--- config.mk ---
export PLATFORM = sky130hd
export DESIGN_NAME = fetch_stage
export DESIGN_NICKNAME = d
export VERILOG_FILES = /design/src/rtl/fetch_stage.sv
export SDC_FILE = /design/constraint.sdc
export NUM_CORES = 1
export LEC_CHECK = 0
export BUFFER_PORTS_ARGS = -buffer_cell sky130_fd_sc_hd__buf_2
export CORE_MARGIN = 3
export CORE_UTILIZATION = 54
export CTS_CLUSTER_SIZE = 28
export DETAILED_ROUTE_END_ITERATION = 10
export GPL_ROUTABILITY_DRIVEN = 0
export HOLD_SLACK_MARGIN = 0.1
export PLACE_DENSITY = 0.87
export SETUP_SLACK_MARGIN = 0.2
export SYNTH_ARGS = -nofsm -noshare
export SYNTH_HDL_FRONTEND = slang
export SYNTH_SLANG_ARGS = --single-unit
export TNS_END_PERCENT = 10
--- constraint.sdc ---
create_clock -name clk -period 3.92 [get_ports clk]
set_input_delay 0.588 -clock clk [delete_from_list [all_inputs] [get_ports clk]]
set_output_delay 0.588 -clock clk [all_outputs]
set_load 0.01 [all_outputs]
--- src/rtl/fetch_stage.sv ---
// Instruction fetch stage: PC register, instruction memory addressing and
// the IF/ID pipeline register, with stall, flush and branch redirect.
// Optional fetch counter enabled by defining FETCH_PERF_CNT_EN; when the
// macro is undefined the counter is absent and fetch_count reads zero.
module fetch_stage #(
   parameter int N = 64
) (
   input  logic         clk,
   input  logic         reset,
   input  logic         stall,
   input  logic         flush,
   input  logic         pcsrc,
   input  logic [N-1:0] branch_target,
   output logic [5:0]   imem_addr,
   input  logic [31:0]  imem_q,
   output logic [N-1:0] pc_out,
   output logic [N-1:0] if_pc,
   output logic [31:0]  if_instr,
   output logic         if_valid,
   output logic [31:0]  fetch_count
);

   logic [N-1:0] r_pc;
   logic [N-1:0] r_if_pc;
   logic [31:0]  r_if_instr;
   logic         r_if_valid;
   logic [N-1:0] w_pc_next;
   logic [N-1:0] w_target;
   logic         w_ifid_load;

   // Redirect target is word aligned; the low two bits are masked off.
   assign w_target    = branch_target & ~N'(3);
   assign w_ifid_load = !flush && !stall;

   // Next-PC selection: redirect beats stall, otherwise sequential (+4, wraps).
   always_comb begin
      w_pc_next = r_pc + N'(4);
      if (pcsrc) begin
         w_pc_next = w_target;
      end else if (stall) begin
         w_pc_next = r_pc;
      end
   end

   // PC register.
   always_ff @(posedge clk or negedge reset) begin
      if (!reset) begin
         r_pc <= '0;
      end else begin
         r_pc <= w_pc_next;
      end
   end

   // IF/ID register: flush inserts a bubble, stall holds, otherwise load.
   always_ff @(posedge clk or negedge reset) begin
      if (!reset) begin
         r_if_pc    <= '0;
         r_if_instr <= '0;
         r_if_valid <= 1'b0;
      end else if (flush) begin
         r_if_pc    <= '0;
         r_if_instr <= '0;
         r_if_valid <= 1'b0;
      end else if (!stall) begin
         r_if_pc    <= r_pc;
         r_if_instr <= imem_q;
         r_if_valid <= 1'b1;
      end
   end

`ifdef FETCH_PERF_CNT_EN
   logic [31:0] r_fetch_count;

   // Saturating count of valid IF/ID loads.
   always_ff @(posedge clk or negedge reset) begin
      if (!reset) begin
         r_fetch_count <= '0;
      end else if (w_ifid_load && (r_fetch_count != '1)) begin
         r_fetch_count <= r_fetch_count + 32'd1;
      end
   end

   assign fetch_count = r_fetch_count;
`else
   assign fetch_count = '0;
`endif

   assign imem_addr = r_pc[7:2];
   assign pc_out    = r_pc;
   assign if_pc     = r_if_pc;
   assign if_instr  = r_if_instr;
   assign if_valid  = r_if_valid;

endmodule

==> out/results.md, run 1 <==
### Run status
* outcome: complete, no violations

### Floorplanning
* core box area: 14100 um2
* height of the die: 127 um
* number of standard-cell rows in the floorplan: 43
* DIE AREA: 16200 um2
* effective utilization at floorplan: 0.561
* IO Pins: 300
* width of the chip: 127 um

### Worst setup path
* total buffers and inverters traversed by the critical path: 0
* largest incremental delay on the critical path: 0.74 ns
* largest fanout on the critical path: 9
* crit path max-delay cell type: sky130_fd_sc_hd__nor4_1
* gate family responsible for the most delay along the worst path: simple AND/OR/NAND/NOR gates
* Critical Path AT: 2.85 ns
* stages on the worst setup path: 5
* type of the setup path with the least slack: reg -> reg
* startpoint kind of the worst setup timing path: flip-flop
* cell depth of the worst flop-to-flop path: 5
* cell breakdown of the critical path: and4_1 -> nand4_1 -> nor4_1 -> a31oi_1 -> a211o_1
* kind of capture point of the worst setup path: flip-flop
* data required time of the worst path: 4.22 ns

### Pwr
* largest vdd supply drop: 0.000322 V
* pwr dens: 434 nW/um2
* overall power: 0.00426 W
* switching part of the total power: 0.272
* leakage power of the design: 4.99 nW
* Pint: 0.00310 W
* Flop pwr share: 0.449
* total net switching power: 0.00116 W
* proportion of power drawn by combinational gates: 0.145
* power share of the clock group: 0.406

### Yosys
* Post-Syn Area per Cell: 9.81 um2
* FFs w/ async S/R, synth: 1.00
* Synth cell types: 48
* share of the synthesized area in the top cell type: 0.498
* number of synthesized flops with an enable pin: 0
* dominant synthesized flop cell: sky130_fd_sc_hd__dfrtp_1
* number of instances in the synthesized netlist: 810
* sequential fraction of the synthesis area: 0.498
* Syn. warnings: 0
* largest area contributor in the synthesized netlist: sky130_fd_sc_hd__dfrtp_1
* largest cells by area after synthesis: sky130_fd_sc_hd__dfrtp_1 (50%), sky130_fd_sc_hd__mux2i_1 (13%), sky130_fd_sc_hd__nor2_1 (6.0%)
* register bit count reported by yosys: 158
* Netlist Area Pre-Place: 7940 um2

### Timing
* Max Clock Skew: 0.00816 ns
* final clock period utilization by the worst path: 0.649
* smallest setup slack after layout: 1.38 ns
* Worst-Margin Slew: 1.01 ns
* count of pins over their slew limit: 0
* setup repair after global routing missed its margin: false
* Relative slew margins: 0.325
* setup violation total in the final timing report: 0
* Final min period: 2.54 ns
* Setup Total Neg Slack: 0 ns
* final number of hold-violating endpoints: 0
* Peak Freq: 393 MHz

### Global routing
* met1 Track Usage GR: 0.349
* wire length of the first global-routing pass: 34800 um
* global-route track usage on met3: 0.0836
* global-route track usage on met2: 0.435
* maximum number of pins on one net before global-route repair: 97
* sum of overflow across all layers after global routing: 0
* most heavily used metal layer in global routing: met2
* number of antenna violations at the first check in global routing: 3
* Total GRT Usage: 0.271
* number of global-route vias before repair: 6661

### Route
* final WL: 22300 um
* Avg WL per Cell: 18.0 um
* ratio of routed vias to standard cells: 5.64
* DRC violations left: 0
* Iteration-0 DRC Markers: 541
* count of TritonRoute iterations in the first routing pass: 5
* DR vias: 6987
* post-detailed-route count of antenna-violating nets: 0

### Place
* setup slack after placement: 1.04 ns
* PortBufs: 263
* post-detail-place hpwl: 15800 um

### Clocking
* TritonCTS buffer count: 17
* setup fix buffers added after clock tree synthesis: 0
* maximum clock insertion buffer count: 2
* Sink Count: 158
* clock slew at the register clock pins of the worst setup and hold paths: 0.06 ns
* PostCTS Resize Cnt: 0
* clock tree from TritonCTS: done
* # H-tree levels: 4
* latest clock arrival within the worst-skew pair: 0.42 ns
* CTS Hold Buffers Added: 0
* root buf cell: sky130_fd_sc_hd__clkbuf_16

### Layout
* area added between synthesis and finish: 23.6%
* commonest cells after routing, fill and taps aside: sky130_fd_sc_hd__buf_2 (259), sky130_fd_sc_hd__dfrtp_1 (158), sky130_fd_sc_hd__nor2_1 (126)
* final-stage net count: 1146
* final core occ: 0.694
* most common cell after layout, fill and taps aside: sky130_fd_sc_hd__buf_2
* fill cell total of the finished layout: 1052
* share of post-route cells with drive strength above 1: 0.294

### Worst hold path
* class of the tightest hold or removal check: in -> async

### Flow run
* Maximum Capacitance Violations: 0

[logic make-up after synthesis]
family	after synthesis	synth area share
AO/OA/AOI/OAI	75	0.0575
XOR/XNOR	38	0.0419
flip-flops	158	0.498
multiplexers	101	0.127
other	1	0.000472
buffers and inverters	100	0.0687
adder cells (fa/ha/maj)	1	0.00158
AND/OR/NAND/NOR	336	0.205
[worst reg2reg max path, stage by stage, from the launching register on]
cell,delay [ns]
sky130_fd_sc_hd__dfrtp_1,0.48
sky130_fd_sc_hd__and4_1,0.45
sky130_fd_sc_hd__nand4_1,0.27
sky130_fd_sc_hd__nor4_1,0.74
sky130_fd_sc_hd__a31oi_1,0.18
sky130_fd_sc_hd__a211o_1,0.29
[worst paths after layout]
check | startpoint | endpoint | slack (ns)
worst max-delay path | pc_out[6]$_DFFE_PN0N_ | pc_out[62]$_DFFE_PN0N_ | 1.38
worst min-delay path | reset | if_pc[52]$_DFFE_PN0P_ | 0.14
worst max register to register | pc_out[6]$_DFFE_PN0N_ | pc_out[62]$_DFFE_PN0N_ | 1.38
worst min register to register | if_instr[22]$_DFFE_PN0P_ | if_instr[22]$_DFFE_PN0P_ | 0.52
max in group asynchronous | reset | pc_out[63]$_DFFE_PN0N_ | 2.85
min in group clk | branch_target[14] | pc_out[14]$_DFFE_PN0N_ | 0.37
[synthesized netlist by cell type, types with 2 or more instances]
library cell / instances
sky130_fd_sc_hd__and2_1: 3
sky130_fd_sc_hd__or4_1: 4
sky130_fd_sc_hd__inv_1: 12
sky130_fd_sc_hd__nand2_1: 72
sky130_fd_sc_hd__nand4_1: 23
sky130_fd_sc_hd__nor4_2: 2
sky130_fd_sc_hd__buf_1: 10
sky130_fd_sc_hd__a211o_1: 3
sky130_fd_sc_hd__o21ai_1: 9
sky130_fd_sc_hd__nand3_1: 28
sky130_fd_sc_hd__dfrtp_1: 158
sky130_fd_sc_hd__a21oi_1: 4
sky130_fd_sc_hd__nor4_1: 19
sky130_fd_sc_hd__or3_1: 9
sky130_fd_sc_hd__a221o_1: 7
sky130_fd_sc_hd__nor2_1: 126
sky130_fd_sc_hd__o21ai_0: 35
sky130_fd_sc_hd__nor2b_1: 3
sky130_fd_sc_hd__a31oi_1: 9
sky130_fd_sc_hd__and3_1: 10
sky130_fd_sc_hd__and4_1: 7
sky130_fd_sc_hd__buf_4: 43
sky130_fd_sc_hd__xnor2_1: 32
sky130_fd_sc_hd__nor3b_1: 3
sky130_fd_sc_hd__or4_4: 3
sky130_fd_sc_hd__mux2i_1: 100
sky130_fd_sc_hd__clkbuf_1: 27
sky130_fd_sc_hd__buf_2: 6
sky130_fd_sc_hd__nor3_1: 17
sky130_fd_sc_hd__xor2_1: 6
sky130_fd_sc_hd__a22oi_1: 2
sky130_fd_sc_hd__and4b_1: 2
[per-layer routing]
layer  vias up  part of all wire
li1       3218                 -
met1      3368              0.40
met2       366              0.49
met3        33             0.091
met4         2             0.020
met5         -           0.00031
[sequential cells by signal, indices dropped and copies added (netlist names)]
register,count
pc_out,62
if_instr,32
if_pc,63
if_valid,1
[power by group through the flow]
stage	combinational, W	clock, W	sequential [W]
after floorplan	0.000325	0	0.00195
after global routing	0.000683	0.00184	0.00193
after CTS	0.000626	0.00176	0.00191
after global placement	0.000603	0	0.00193
final	0.000619	0.00173	0.00191
after detailed placement	0.000621	0	0.00194
[metrics by stage]
step / std cells / cell area, um2 / hold slack, ns
2_1_floorplan: 843 / 8070 / 0.292
3_3_place_gp: 1205 / 9190 / 0.497
3_5_place_dp: 1205 / 9190 / 0.508
4_1_cts: 1236 / 9810 / 0.159
5_1_grt: 1238 / 9820 / 0.164
6_report: 1238 / 9820 / 0.139
[cell type report]
| class | instances | area, um2 | share of cell area |
|---|---|---|---|
| inverter | 13 | 48.8 | 0.00497 |
| tap | 180 | 225 | 0.0229 |
| clock inverter | 8 | 129 | 0.0131 |
| antenna | 2 | 5.00 | 0.000510 |
| timing repair buffer | 269 | 1390 | 0.142 |
| multi-input combinational | 585 | 3570 | 0.363 |
| clock buffer | 23 | 498 | 0.0507 |
| sequential | 158 | 3950 | 0.403 |
Power figures use the tool's default switching activity.
==> inputs of run 2 (changes only) <==
CORE_UTILIZATION = 50   (was 54)
PLACE_DENSITY = 0.81   (was 0.87)
clock period = 2.58 ns   (was 3.92 ns; I/O delays follow)
==> out/results.md, run 2 (synthesis results as in run 1) <==
### Layout
* share of post-route cells with drive strength above 1: 0.312, +0.0185
* commonest cells after routing, fill and taps aside: sky130_fd_sc_hd__buf_2 (259), sky130_fd_sc_hd__dfrtp_1 (158), sky130_fd_sc_hd__nor2_1 (126)
* area added between synthesis and finish: 25.9%
* final-stage net count: 1169, +2.0%
* post-layout instance count excluding filler cells: 1292, +4.4%
* most common cell after layout, fill and taps aside: sky130_fd_sc_hd__buf_2
* max reg flops: 63, unchanged

### Run status
* outcome: complete, no violations

### Timing
* Peak Freq: 425 MHz, +8.1%
* Final min period: 2.35 ns, -0.192 ns
* final hold slack: 0.174 ns, +0.0346 ns
* Relative slew margins: 0.344, +0.0192
* setup violation total in the final timing report: 0, unchanged
* Worst-Margin Slew: 0.984 ns, -0.0289 ns
* final clock period utilization by the worst path: 0.912, +0.263
* Max Clock Skew: 0.0102 ns, +0.00200 ns
* final number of hold-violating endpoints: 0, unchanged
* Setup Total Neg Slack: 0 ns, unchanged
* setup repair after global routing missed its margin: true
* smallest setup slack after layout: 0.227 ns, -1.15 ns
* count of pins over their slew limit: 0, unchanged

### Route
* DR vias: 7023, +0.52%
* DRC violations left: 0, unchanged
* count of TritonRoute iterations in the first routing pass: 5, unchanged
* Iteration-0 DRC Markers: 523, -3.3%
* Avg WL per Cell: 17.6 um, -2.4%
* post-detailed-route count of antenna-violating nets: 0, unchanged
* ratio of routed vias to standard cells: 5.44, -3.7%
* final WL: 22700 um, +1.8%

### Worst hold path
* worst hold path cell count: 3
* critical hold path startpoint: branch_target[18]
* hold worst-path end: pc_out[18]$_DFFE_PN0N_
* class of the tightest hold or removal check: in -> reg

### Place
* setup slack after placement: 0.172 ns, -0.871 ns
* PortBufs: 263, unchanged
* post-detail-place hpwl: 16600 um, +5.1%
* cell count after placement: 1258, +4.4%

### Global routing
* number of global-route vias before repair: 6656, -0.075%
* maximum number of pins on one net before global-route repair: 71, -27%
* global-route track usage on met3: 0.0710, -0.0126
* met1 Track Usage GR: 0.325, -0.0243
* global-route track usage on met2: 0.416, -0.0186
* Total GRT Usage: 0.254, -0.0170
* number of antenna violations at the first check in global routing: 4, +1
* sum of overflow across all layers after global routing: 0, unchanged
* wire length of the first global-routing pass: 35600 um, +2.4%
* most heavily used metal layer in global routing: met2

### Worst setup path
* crit path max-delay cell type: sky130_fd_sc_hd__or4_1
* cell breakdown of the critical path: and4_1 -> nand4_1 -> buf_4 -> or3_4 -> or4_1 -> a31oi_1
* largest incremental delay on the critical path: 0.48 ns, -0.26 ns
* register-to-register path setup slack: 0.23 ns, -1.15 ns
* cell depth of the worst flop-to-flop path: 6, +1
* source of the worst register-to-register timing path: pc_out[10]$_DFFE_PN0N_
* type of the setup path with the least slack: reg -> reg
* largest fanout on the critical path: 29, +20
* kind of capture point of the worst setup path: flip-flop
* data required time of the worst path: 2.92 ns, -1.30 ns
* Critical Path AT: 2.69 ns, -0.16 ns
* startpoint kind of the worst setup timing path: flip-flop
* destination of the worst register-to-register timing path: pc_out[57]$_DFFE_PN0N_

### Floorplanning
* DIE AREA: 17400 um2, +7.6%
* number of standard-cell rows in the floorplan: 45, +4.7%
* width of the chip: 132 um, +3.7%
* IO Pins: 300, unchanged
* core box area: 15400 um2, +8.6%
* height of the die: 132 um, +3.7%
* effective utilization at floorplan: 0.517, -0.0446

### Clocking
* maximum clock insertion buffer count: 2, unchanged
* TritonCTS buffer count: 17, unchanged
* clock slew at the register clock pins of the worst setup and hold paths: 0.07 ns, about the same
* # H-tree levels: 4, unchanged
* Sink Count: 158, unchanged
* root buf cell: sky130_fd_sc_hd__clkbuf_16
* clock tree from TritonCTS: done
* latest clock arrival within the worst-skew pair: 0.42 ns, about the same

### Flow run
* Maximum Capacitance Violations: 0, unchanged

### Pwr
* largest vdd supply drop: 0.000467 V, +45%
* leakage power of the design: 5.09 nW, +2.0%
* pwr dens: 633 nW/um2, +46%

==> run 2: cell types whose count changed in the layout (fill, tap and decap cells not counted), moves of 2 or more <==
cell / previous run / this run
sky130_fd_sc_hd__clkbuf_8: 5 / 0
sky130_fd_sc_hd__and3_1: 10 / 8
sky130_fd_sc_hd__and3_2: 0 / 2
sky130_fd_sc_hd__clkinv_2: 1 / 5
sky130_fd_sc_hd__clkinvlp_4: 1 / 4
sky130_fd_sc_hd__buf_4: 7 / 28
==> run 2: routing by layer <==
layer	vias to the layer above	share of wire	wire [um]
met2	342	0.48	10900
li1	3270	-	-
met5	-	0.0012	28
met1	3365	0.41	9280
met4	6	0.021	484
met3	40	0.090	2030
==> run 2: worst max-delay path, delay by kind of cell (launching register included) <==
kind	cells	cell delay, ns
compound gates	1	0.19
buf+inv	1	0.25
flops	1	0.46
simple gates	4	1.38
==> run 2: how the worst max path moves through the flow <==
stage,from,to,slack (ns),cells past startpoint
after floorplan,pc_out[2]$_DFFE_PN0N_,pc_out[58]$_DFFE_PN0N_,0.34,7
after global placement,pc_out[3]$_DFFE_PN0N_,pc_out[60]$_DFFE_PN0N_,0.22,7
after detailed placement,pc_out[3]$_DFFE_PN0N_,pc_out[60]$_DFFE_PN0N_,0.17,7
after CTS,pc_out[24]$_DFFE_PN0N_,pc_out[57]$_DFFE_PN0N_,0.20,5
after global routing,pc_out[3]$_DFFE_PN0N_,pc_out[60]$_DFFE_PN0N_,0.16,7
final,pc_out[10]$_DFFE_PN0N_,pc_out[57]$_DFFE_PN0N_,0.23,6
==> run 2: stage by stage <==
step	power (W)	util	instance area (um2)
after floorplan	0.00346	-	8070
after global placement	0.00389	0.612	9400
after detailed placement	0.00392	0.612	9400
after CTS	0.00639	0.650	9990
after global routing	0.00661	0.651	10000
final	0.00634	0.651	10000
==> run 2: cell type report <==
type,count,area [um2]
Antenna cell,1,2.50
Fill cell,1290,5370
Inverter,13,48.8
Clock buffer,18,429
Sequential cell,158,3950
Tap cell,211,264
Timing Repair Buffer,292,1580
Clock inverter,14,144
Multi-Input combinational cell,585,3580
==> run 2: timing repair <==
item / in CTS / in global routing
buffers inserted: 0 / 0
endpoints found under the setup margin: 2 / 10
gates resized for setup: 1 / 4
pin swaps: 0 / 2
hold buffers: 1 / 0
endpoints found under the hold margin: 30 / 0
==> run 2: power breakdown <==
group          internal [W]  switching, W
combinational      0.000431      0.000577
sequential          0.00266      0.000210
clock               0.00143       0.00103
==> inputs of run 3 (changes only) <==
ABC_AREA = 1   (was unset)
BUFFER_PORTS_ARGS = unset   (was -buffer_cell sky130_fd_sc_hd__buf_2)
CORE_UTILIZATION = 55   (was 50)
DONT_BUFFER_PORTS = 1   (was unset)
PLACE_DENSITY = 0.7   (was 0.81)
==> out/results.md, run 3 <==
### Yosys
* cell with the most instances after synthesis: sky130_fd_sc_hd__nand2_1
* dominant synthesized flop cell: sky130_fd_sc_hd__dfrtp_1
* sequential fraction of the synthesis area: 0.449, -0.0489
* largest area contributor in the synthesized netlist: sky130_fd_sc_hd__dfrtp_1
* number of synthesized flops with an enable pin: 0, unchanged
* Synth cell types: 30, -38%
* largest cells by area after synthesis: sky130_fd_sc_hd__dfrtp_1 (45%), sky130_fd_sc_hd__nand2_1 (14%), sky130_fd_sc_hd__nand3_1 (12%)
* Post-Syn Area per Cell: 7.20 um2, -27%
* number of instances in the synthesized netlist: 1223, +51%
* Syn. warnings: 0, unchanged
* share of the synthesized area in the top cell type: 0.449, -0.0489
* Commonest cells post-synth: sky130_fd_sc_hd__nand2_1 (337), sky130_fd_sc_hd__nand3_1 (203), sky130_fd_sc_hd__dfrtp_1 (158)
* register bit count reported by yosys: 158, unchanged
* Netlist Area Pre-Place: 8810 um2, +11%
* FFs w/ async S/R, synth: 1.00, unchanged

### Global routing
* number of global-route vias before repair: 7696, +16%
* sum of overflow across all layers after global routing: 0, unchanged
* wire length of the first global-routing pass: 43400 um, +22%
* number of antenna violations at the first check in global routing: 0, -4
* maximum number of pins on one net before global-route repair: 159, +120%
* Total GRT Usage: 0.313, +0.0586

### Worst setup path
* Critical Path AT: 2.47 ns, -0.22 ns
* largest fanout on the critical path: 6, -79%
* data required time of the worst path: 2.90 ns, -0.02 ns
* kind of capture point of the worst setup path: flip-flop
* startpoint kind of the worst setup timing path: flip-flop
* type of the setup path with the least slack: reg -> reg

### Floorplanning
* IO Pins: 300, unchanged
* effective utilization at floorplan: 0.571, +0.0542
* number of standard-cell rows in the floorplan: 45, unchanged
* height of the die: 133 um, +0.38%
* core box area: 15400 um2, +0.37%
* width of the chip: 133 um, +0.38%
* DIE AREA: 17600 um2, +0.77%

### Timing
* Max Clock Skew: 0.00657 ns, -0.00358 ns
* final hold slack: -0.347 ns, -0.521 ns
* Setup Total Neg Slack: 0 ns, unchanged
* Relative slew margins: 0.590, +0.247
* Worst-Margin Slew: 0.614 ns, -0.371 ns
* final number of hold-violating endpoints: 158, +158
* final clock period utilization by the worst path: 0.833, -0.0793
* Peak Freq: 466 MHz, +9.5%
* Final min period: 2.15 ns, -0.205 ns
* count of pins over their slew limit: 0, unchanged
* setup repair after global routing missed its margin: false
* setup violation total in the final timing report: 0, unchanged

### Pwr
* switching part of the total power: 0.315, +0.0284
* Flop pwr share: 0.501, +0.048
* leakage power of the design: 4.55 nW, -11%
* total net switching power: 0.00191 W, +5.2%
* proportion of power drawn by combinational gates: 0.102, -0.057
* Pint: 0.00415 W, -8.1%
* power share of the clock group: 0.396, +0.009
* pwr dens: 632 nW/um2, -0.29%
* largest vdd supply drop: 0.000511 V, +9.3%

### Route
* ratio of routed vias to standard cells: 5.67, +4.3%
* count of TritonRoute iterations in the first routing pass: 6, +1
* DRC violations left: 0, unchanged
* Iteration-0 DRC Markers: 775, +48%
* Avg WL per Cell: 19.3 um, +9.5%
* final WL: 27800 um, +22%
* DR vias: 8172, +16%
* post-detailed-route count of antenna-violating nets: 0, unchanged

### Layout
* share of post-route cells with drive strength above 1: 0.0561, -0.256
* area added between synthesis and finish: 8.99%
* most common cell after layout, fill and taps aside: sky130_fd_sc_hd__nand2_1
* fill cell total of the finished layout: 1472, +14%
* final-stage net count: 1320, +13%
* number of antenna repair diodes: 0, -1
* commonest cells after routing, fill and taps aside: sky130_fd_sc_hd__nand2_1 (337), sky130_fd_sc_hd__nand3_1 (203), sky130_fd_sc_hd__dfrtp_1 (158)
* max reg flops: 63, unchanged

### Flow run
* Maximum Capacitance Violations: 0, unchanged

### Clocking
* clock tree from TritonCTS: done
* maximum clock insertion buffer count: 2, unchanged
* TritonCTS buffer count: 17, unchanged
* CTS Hold Buffers Added: 28, +27
* PostCTS Resize Cnt: 0, -1
* latest clock arrival within the worst-skew pair: 0.43 ns, about the same
* clock slew at the register clock pins of the worst setup and hold paths: 0.07 ns, about the same
* Sink Count: 158, unchanged
* root buf cell: sky130_fd_sc_hd__clkbuf_16
* # H-tree levels: 4, unchanged
* setup fix buffers added after clock tree synthesis: 0, unchanged

### Worst hold path
* class of the tightest hold or removal check: in -> async

### Place
* PortBufs: 0, -100%
* post-detail-place hpwl: 19600 um, +18%

### Run status
* violated checks: negative hold slack
* outcome: finished with violations

## run 3: cell types whose count changed after synthesis, moves of 15 or more
cell,delta
sky130_fd_sc_hd__xnor2_1,-30
sky130_fd_sc_hd__nor2_1,-15
sky130_fd_sc_hd__nand2_1,+265
sky130_fd_sc_hd__mux2i_1,-100
sky130_fd_sc_hd__nor4_1,-19
sky130_fd_sc_hd__nand4_1,-17
sky130_fd_sc_hd__o21ai_0,+58
sky130_fd_sc_hd__inv_1,+106
sky130_fd_sc_hd__nand3_1,+175
sky130_fd_sc_hd__o21ai_1,+17
## run 3: final cells by class
type,instances,area (um2),share of cell area
multi-input cells,878,3990,0.416
flip-flops and latches,158,3950,0.412
inverters,126,475,0.0495
clock buffers,18,429,0.0447
repair buffers,37,360,0.0375
well taps,211,264,0.0275
clock inverters,14,124,0.0129
## run 3: through the flow
step	std cells	power, W	cell area (um2)	util	worst slack (ns)
5_1_grt	1442	0.00631	9600	0.622	0.308
6_report	1442	0.00606	9600	0.622	0.432
3_3_place_gp	1382	0.00364	8770	0.568	0.492
2_1_floorplan	1256	0.00352	8930	-	0.941
3_5_place_dp	1382	0.00366	8770	0.568	0.468
4_1_cts	1442	0.00608	9600	0.622	0.448
## run 3: cells by family (layout without fill, tap and decap cells)
family,count (synthesis),in the layout,synth area share
other,1,34,0.000426
flip-flops,158,158,0.449
buffers and inverters,220,195,0.112
AND/OR/NAND/NOR,685,685,0.335
adder cells (fa/ha/maj),1,1,0.00142
AO/OA/AOI/OAI,146,146,0.0905
XOR/XNOR,12,12,0.0119
## run 3: worst paths after layout
path,start,end,slack (ns),depth (start not counted)
max in group asynchronous,reset,pc_out[41]$_DFFE_PN0N_,2.75,0
min,reset,if_pc[7]$_DFFE_PN0P_,-0.35,0
max,pc_out[29]$_DFFE_PN0N_,pc_out[60]$_DFFE_PN0N_,0.43,9
max reg2reg,pc_out[29]$_DFFE_PN0N_,pc_out[60]$_DFFE_PN0N_,0.43,9
min reg2reg,if_instr[1]$_DFFE_PN0P_,if_instr[1]$_DFFE_PN0P_,0.58,2
min in group clk,branch_target[7],pc_out[7]$_DFFE_PN0N_,0.10,2
## run 3: per-layer routing
metal  share of wire  GRT usage  up-vias  routed length (um)
met1            0.41      0.422     3820               11500
met4           0.030      0.105        0                 822
met2            0.45      0.479      441               12400
met5               0          0        -                   0
li1                -          -     3853                   -
met3            0.11      0.103       58                3050
## run 3: critical path, stage by stage, from the launching register on
cell	delay [ns]
sky130_fd_sc_hd__dfrtp_1	0.55
sky130_fd_sc_hd__nand2_1	0.15
sky130_fd_sc_hd__nor2_1	0.26
sky130_fd_sc_hd__nand2_1	0.15
sky130_fd_sc_hd__nor2_1	0.47
sky130_fd_sc_hd__nand2_1	0.17
sky130_fd_sc_hd__inv_1	0.08
sky130_fd_sc_hd__nand3_1	0.06
sky130_fd_sc_hd__nand3_1	0.11
sky130_fd_sc_hd__nand2_1	0.06
## run 3: power groups by stage
stage | clock (W) | combinational (W) | sequential, W
final | 0.00240 | 0.000620 | 0.00304
after global routing | 0.00253 | 0.000707 | 0.00307
after CTS | 0.00242 | 0.000615 | 0.00304
after detailed placement | 0 | 0.000573 | 0.00308
after global placement | 0 | 0.000560 | 0.00308
after floorplan | 0 | 0.000538 | 0.00298
